===== config.mk =====
export PLATFORM = sky130hd
export DESIGN_NAME = nmr_rx_capture
export DESIGN_NICKNAME = d
export VERILOG_FILES = /design/src/rtl/nmr_rx_capture.sv
export SDC_FILE = /design/constraint.sdc
export NUM_CORES = 1
export LEC_CHECK = 0
export CAP_MARGIN = 40
export CORE_ASPECT_RATIO = 0.8
export CORE_MARGIN = 2
export CORE_UTILIZATION = 55
export CTS_CLUSTER_DIAMETER = 100
export DETAILED_ROUTE_END_ITERATION = 8
export PLACE_DENSITY = 0.87
export SYNTH_ARGS = -nofsm -noshare
export SYNTH_HDL_FRONTEND = slang
export SYNTH_SLANG_ARGS = --single-unit

===== constraint.sdc =====
create_clock -name clk_125MHz -period 6.1 [get_ports clk_125MHz]
set_clock_uncertainty 0.15 [all_clocks]
set_input_delay 0.915 -clock clk_125MHz [delete_from_list [all_inputs] [get_ports clk_125MHz]]
set_output_delay 0.915 -clock clk_125MHz [all_outputs]
set_load 0.02 [all_outputs]

===== src/rtl/nmr_rx_capture.sv =====
// FID capture: arms on the falling edge of en_gen, skips a dead-time, boxcar-decimates
// the ADC stream and emits fixed-length records on an AXI4-Stream master via a small FIFO.
module nmr_rx_capture #(
  parameter int ADC_W      = 14,
  parameter int DEC_W      = 8,
  parameter int CNT_W      = 16,
  parameter int FIFO_DEPTH = 4
) (
  input  logic             clk_125MHz,
  input  logic             rst,
  input  logic             en_gen,
  input  logic [ADC_W-1:0] s_axis_adc_tdata,
  input  logic             s_axis_adc_tvalid,
  input  logic [CNT_W-1:0] cfg_dead,
  input  logic [DEC_W-1:0] cfg_dec,
  input  logic [CNT_W-1:0] cfg_len,
  output logic [31:0]      m_axis_tdata,
  output logic             m_axis_tvalid,
  input  logic             m_axis_tready,
  output logic             m_axis_tlast,
  output logic             busy,
  output logic             overrun
);
  localparam int ACC_W = ADC_W + DEC_W;
  localparam int AW    = (FIFO_DEPTH > 1) ? $clog2(FIFO_DEPTH) : 1;
  localparam int FW    = ACC_W + 1;

  typedef enum logic [1:0] {IDLE = 2'd0, DEAD = 2'd1, ACQ = 2'd2} state_t;

  state_t                  state;
  state_t                  state_next;
  logic                    en_q;
  logic                    trig;
  logic [CNT_W-1:0]        dead_r;
  logic [CNT_W-1:0]        len_r;
  logic [CNT_W-1:0]        dead_cnt;
  logic [CNT_W-1:0]        word_cnt;
  logic [DEC_W-1:0]        dec_r;
  logic [DEC_W-1:0]        samp_cnt;
  logic signed [ACC_W-1:0] acc;
  logic signed [ACC_W-1:0] sample_ext;
  logic signed [ACC_W-1:0] sum;
  logic signed [ACC_W-1:0] push_data;
  logic                    push_pend;
  logic                    push_last;
  logic                    final_pend;
  logic                    take;
  logic                    dec_hit;
  logic                    last_word;
  logic                    dead_done;

  logic [FW-1:0]           mem [FIFO_DEPTH];
  logic [FW-1:0]           head;
  logic [AW-1:0]           rd_ptr;
  logic [AW-1:0]           wr_ptr;
  logic [AW:0]             count;
  logic                    full;
  logic                    pop;
  logic                    wr;

  assign trig       = en_q & ~en_gen;
  assign sample_ext = {{DEC_W{s_axis_adc_tdata[ADC_W-1]}}, s_axis_adc_tdata};
  assign sum        = acc + sample_ext;
  // Once the final word is in flight, further samples must not start a new word.
  assign final_pend = push_pend & push_last;
  assign take       = (state == ACQ) & s_axis_adc_tvalid & ~final_pend;
  assign dec_hit    = (samp_cnt == (dec_r - DEC_W'(1)));
  assign last_word  = (word_cnt == (len_r - CNT_W'(1)));
  assign dead_done  = s_axis_adc_tvalid & (dead_cnt == (dead_r - CNT_W'(1)));

  always_comb begin
    state_next = state;
    case (state)
      IDLE: begin
        if (trig) begin
          if (cfg_len == '0) begin
            state_next = IDLE;
          end else if (cfg_dead == '0) begin
            state_next = ACQ;
          end else begin
            state_next = DEAD;
          end
        end else begin
          state_next = IDLE;
        end
      end
      DEAD: begin
        if (dead_done) begin
          state_next = ACQ;
        end else begin
          state_next = DEAD;
        end
      end
      ACQ: begin
        if (final_pend) begin
          state_next = IDLE;
        end else begin
          state_next = ACQ;
        end
      end
      default: state_next = IDLE;
    endcase
  end

  always_ff @(posedge clk_125MHz or posedge rst) begin
    if (rst) begin
      state <= IDLE;
      en_q  <= 1'b0;
      busy  <= 1'b0;
    end else begin
      state <= state_next;
      en_q  <= en_gen;
      busy  <= (state_next != IDLE);
    end
  end

  // Config latch, dead-time count and boxcar accumulation; words leave one cycle later.
  always_ff @(posedge clk_125MHz or posedge rst) begin
    if (rst) begin
      dead_r    <= '0;
      len_r     <= '0;
      dec_r     <= '0;
      dead_cnt  <= '0;
      word_cnt  <= '0;
      samp_cnt  <= '0;
      acc       <= '0;
      push_pend <= 1'b0;
      push_last <= 1'b0;
      push_data <= '0;
    end else begin
      push_pend <= 1'b0;
      case (state)
        IDLE: begin
          if (trig) begin
            dead_r    <= cfg_dead;
            len_r     <= cfg_len;
            dec_r     <= (cfg_dec == '0) ? DEC_W'(1) : cfg_dec;
            dead_cnt  <= '0;
            word_cnt  <= '0;
            samp_cnt  <= '0;
            acc       <= '0;
            push_last <= 1'b0;
          end
        end
        DEAD: begin
          if (s_axis_adc_tvalid) begin
            dead_cnt <= dead_cnt + CNT_W'(1);
          end
        end
        ACQ: begin
          if (take) begin
            if (dec_hit) begin
              push_pend <= 1'b1;
              push_data <= sum;
              push_last <= last_word;
              acc       <= '0;
              samp_cnt  <= '0;
              word_cnt  <= word_cnt + CNT_W'(1);
            end else begin
              acc      <= sum;
              samp_cnt <= samp_cnt + DEC_W'(1);
            end
          end
        end
        default: begin
          push_pend <= 1'b0;
        end
      endcase
    end
  end

  assign full = (count == (AW+1)'(FIFO_DEPTH));
  assign pop  = (count != '0) & m_axis_tready;
  assign wr   = push_pend & (~full | pop);
  assign head = mem[rd_ptr];

  // Storage needs no reset: reads are masked by the occupancy count.
  always_ff @(posedge clk_125MHz) begin
    if (wr) begin
      mem[wr_ptr] <= {push_last, push_data};
    end
  end

  // FIFO pointers, occupancy and the sticky drop flag.
  always_ff @(posedge clk_125MHz or posedge rst) begin
    if (rst) begin
      rd_ptr  <= '0;
      wr_ptr  <= '0;
      count   <= '0;
      overrun <= 1'b0;
    end else begin
      if (wr) begin
        wr_ptr <= wr_ptr + AW'(1);
      end
      if (pop) begin
        rd_ptr <= rd_ptr + AW'(1);
      end
      case ({wr, pop})
        2'b10:   count <= count + (AW+1)'(1);
        2'b01:   count <= count - (AW+1)'(1);
        default: count <= count;
      endcase
      if (push_pend & full & ~pop) begin
        overrun <= 1'b1;
      end
    end
  end

  assign m_axis_tvalid = (count != '0);
  assign m_axis_tdata  = m_axis_tvalid ?
                         {{(32-ACC_W){head[ACC_W-1]}}, head[ACC_W-1:0]} : 32'd0;
  assign m_axis_tlast  = m_axis_tvalid & head[ACC_W];

endmodule


==> results.py <==
metrics = {
    "synth": {
        "yosysWarnings": 0,
        "netlist_area_um2": 11900,
        "ys_types": 71,
        "yosysTopAreaCell": "dfrtp_1",
        "yosys_register_bits": 230,
        "synth-main-ff-cell": "dfrtp_1",
        "synth-edff-count": 92,
        "synth_area_per_cell_um2": 11.2,
        "ys_async_sr_fraction_pct": 60.0,
        "synth_cells": 1068,
        "synthTopCellsByArea": "dfrtp_1 29%, edfxtp_1 23%, nand2_1 5.0%",
        "syn_nets": 1161,
        "synth-seq-area-share_pct": 52.2,
        "yosysTopAreaCellShare_pct": 29.0,
    },
    "final_layout": {
        "seq_area_um2": 6220,
        "final_layout_size_suffix_gt1_share_pct": 9.70,
        "mostFrequentLayoutCells": "158 x nand2_1, 138 x dfrtp_1, 94 x clkdlybuf4s50_1, 92 x edfxtp_1, 66 x nor2_1",
        "final_common_cell": "nand2_1",
        "fin_util_pct": 65.1,
        "num_antenna_cells": 0,
        "nets": 1241,
        "nFillCells": 1515,
        "multi_input_area_um2": 5330,
        "areaGrowthSynthToFinish_pct": 17.2,
    },
    "power": {
        "p_leak_nw": 5.59,
        "finalPower_mw": 4.71,
        "cellPowerDensity_nw_per_um2": 338,
        "peakVddDrop_v": 0.000241,
    },
    "clock_tree": {
        "cts_resized": 0,
        "cts_max_path_buffers": 3,
        "cts_hold_buf": 0,
        "tritoncts": "done",
        "clkTransAtPathRegs_ns": 0.07,
        "worstSkewPairLatency_ns": 0.53,
        "cts_max_level": 1,
        "post_cts_buffers": 0,
        "cts_buffers": 23,
        "cts.sinks": 230,
        "root_buffer": "clkbuf_16",
    },
    "drt": {
        "drtIter0Drc": 866,
        "num_vias": 8858,
        "ant_nets": 0,
        "routed_via_density": 6.15,
        "firstDrtPassIters": 5,
        "drc": 0,
        "post_drt_wl_per_cell_um": 19.7,
        "wl_met2_um": 13500,
        "routed_wirelength_um": 28300,
        "dr.max_layer_used": "met4",
        "wl_met1_um": 12100,
        "wl_met3_um": 2040,
    },
    "global_route": {
        "grt_pass1_vias": 8658,
        "globalRouteTotalUtil_pct": 25.5,
        "grt_remaining_overflow": 0,
        "antenna_found_initial": 0,
        "grt_pass1_wl_um": 46200,
        "grt_start_max_net_pins": 82,
    },
    "sta": {
        "rsz0062_at_grt": "false",
        "drv_slew": 0,
        "finalHoldViolCount": 0,
        "final-setup-viol-count": 0,
        "post-route-min-period_ns": 4.28,
        "tns_ns": 0,
        "layout_worst_path_cycle_share_pct": 70.1,
        "tightest_slew_ns": 0.802,
        "relSlewSlack_pct": 46.1,
        "layout_setup_ws_ns": 1.82,
        "max_clock_freq_mhz": 234,
    },
    "critical_path": {
        "regToRegStartpoint": "state[0]",
        "critical_path_class": "reg2out",
        "crit_chain": "buf_4, mux4_2, and2_1, clkdlybuf4s50_1",
        "required_ns": 5.03,
        "crit_buf_inv": 2,
        "reg2reg_setup_slack_ns": 2.48,
        "worstPathMaxFanout": 13,
        "end_kind": "output port",
        "crit_slowest_cell": "dfrtp_1",
        "r2r_cells": 7,
        "slowest_delay_ns": 0.86,
        "setup.worst_path.start_class": "flop",
        "cp_data_arrival_time_ns": 3.21,
        "cp_top_family": "buffers and inverters",
        "timing.rr.end": "word_cnt[5]",
    },
    "placement": {
        "gp_congestion": 0.886,
        "io_buffers": 94,
        "hpwlAfterDp_um": 19100,
        "place_worst_setup_slack_ns": 2.07,
    },
    "die": {
        "die_area_um2": 22900,
        "pin_count": 95,
        "core-area_um2": 21400,
        "start_util_pct": 55.6,
        "rows": 48,
        "die_y_um": 136,
        "die_x_um": 169,
    },
    "hold_path": {
        "hold_depth": 2,
        "hold_class": "reg2reg",
        "hold_end": "dec_r[7]",
        "min_from": "dec_r[7]",
    },
    "status": {
        "status": "complete, no violations",
    },
    "flow_run": {
        "drv_cap": 0,
    },
}
## state kept, by name (all words and copies together) (netlist names)
signal     flops
state          2
rd_ptr         2
len_r         16
push_data     22
count          3
mem           92
en_q           1
overrun        1
dec_r          8
samp_cnt       8
word_cnt      16
busy           1
dead_r        16
dead_cnt      16
acc           22
wr_ptr         2
push_pend      1
push_last      1
## worst max-delay path by stage
| stage | from | end | slack, ns | depth (start not counted) |
|---|---|---|---|---|
| finish | rd_ptr[0] | m_axis_tdata[27] | 1.82 | 4 |
| floorplan | rst | acc[0] | 1.34 | 1 |
| detailed placement | s_axis_adc_tdata[13] | push_data[21] | 2.07 | 9 |
| global route | rd_ptr[0] | m_axis_tdata[27] | 1.59 | 4 |
| CTS | rd_ptr[0] | m_axis_tdata[22] | 1.71 | 4 |
| global placement | s_axis_adc_tdata[0] | push_data[18] | 2.19 | 10 |
## worst register-to-register path, cell delays in order (launching register included)
cell	delay, ns
dfrtp_1	0.47
nor2b_1	0.57
nand2_1	0.24
o21ai_1	0.69
nand4_1	0.20
nor3_2	0.63
a31oi_1	0.25
a41o_1	0.28
## synth_stat cells (6+ instances only)
library cell  number
a211oi_1           6
a21o_1             7
a21oi_1           35
a22o_1            23
a31oi_1           10
and2_1            32
and3_1             9
buf_2              6
buf_4             11
clkbuf_1          29
dfrtp_1          138
edfxtp_1          92
ha_1              32
inv_1             28
mux2_4            18
mux2i_1            6
mux4_2            23
nand2_1          158
nand2b_1           7
nand3_1           31
nand4_1           19
nor2_1            66
nor2b_1           18
nor3_1            24
nor4_1            14
o21ai_0           36
or3_1             11
xnor2_1           36
xor2_1            49
## final cells by class
class	count	share of cell area [%]
clock buffers	25	4.33
flip-flops and latches	230	44.5
multi-input cells	759	38.2
inverters	29	0.825
well taps	275	2.46
repair buffers	105	7.87
clock inverters	17	1.80
## power by group
| group | total, mW | switching, mW | internal [mW] |
|---|---|---|---|
| clock network | 1.58 | 0.638 | 0.946 |
| logic | 1.17 | 0.610 | 0.555 |
| registers | 1.96 | 0.233 | 1.73 |
| total | 4.71 | 1.48 | 3.23 |
## kinds of logic (layout without fill, tap and decap cells)
family / after synthesis / after routing / synth area share [%]
and+or+nand+nor: 424 / 424 / 17.7
DFF: 230 / 230 / 52.2
xor gates and xnor gates: 85 / 85 / 6.25
muxes: 53 / 53 / 7.69
buffers and inverters: 79 / 176 / 3.18
adders and majority gates: 34 / 34 / 3.70
AOI/OAI and AO/OA: 163 / 163 / 9.28
## routing by layer
metal  GRT usage, %  up-vias
met5              0        -
met3           3.56       77
met2           42.0      395
met1           36.0     4363
met4           7.04        0
li1               -     4023
## per-stage QoR
step | hold slack (ns) | std cells | cell area, um^2
floorplan | 0.297 | 1068 | 11900
global placement | 0.320 | 1393 | 13000
detailed placement | 0.342 | 1398 | 13100
CTS | 0.356 | 1440 | 14000
global route | 0.383 | 1440 | 14000
finish | 0.356 | 1440 | 14000
Note: power is estimated with default switching activity, not from simulation.
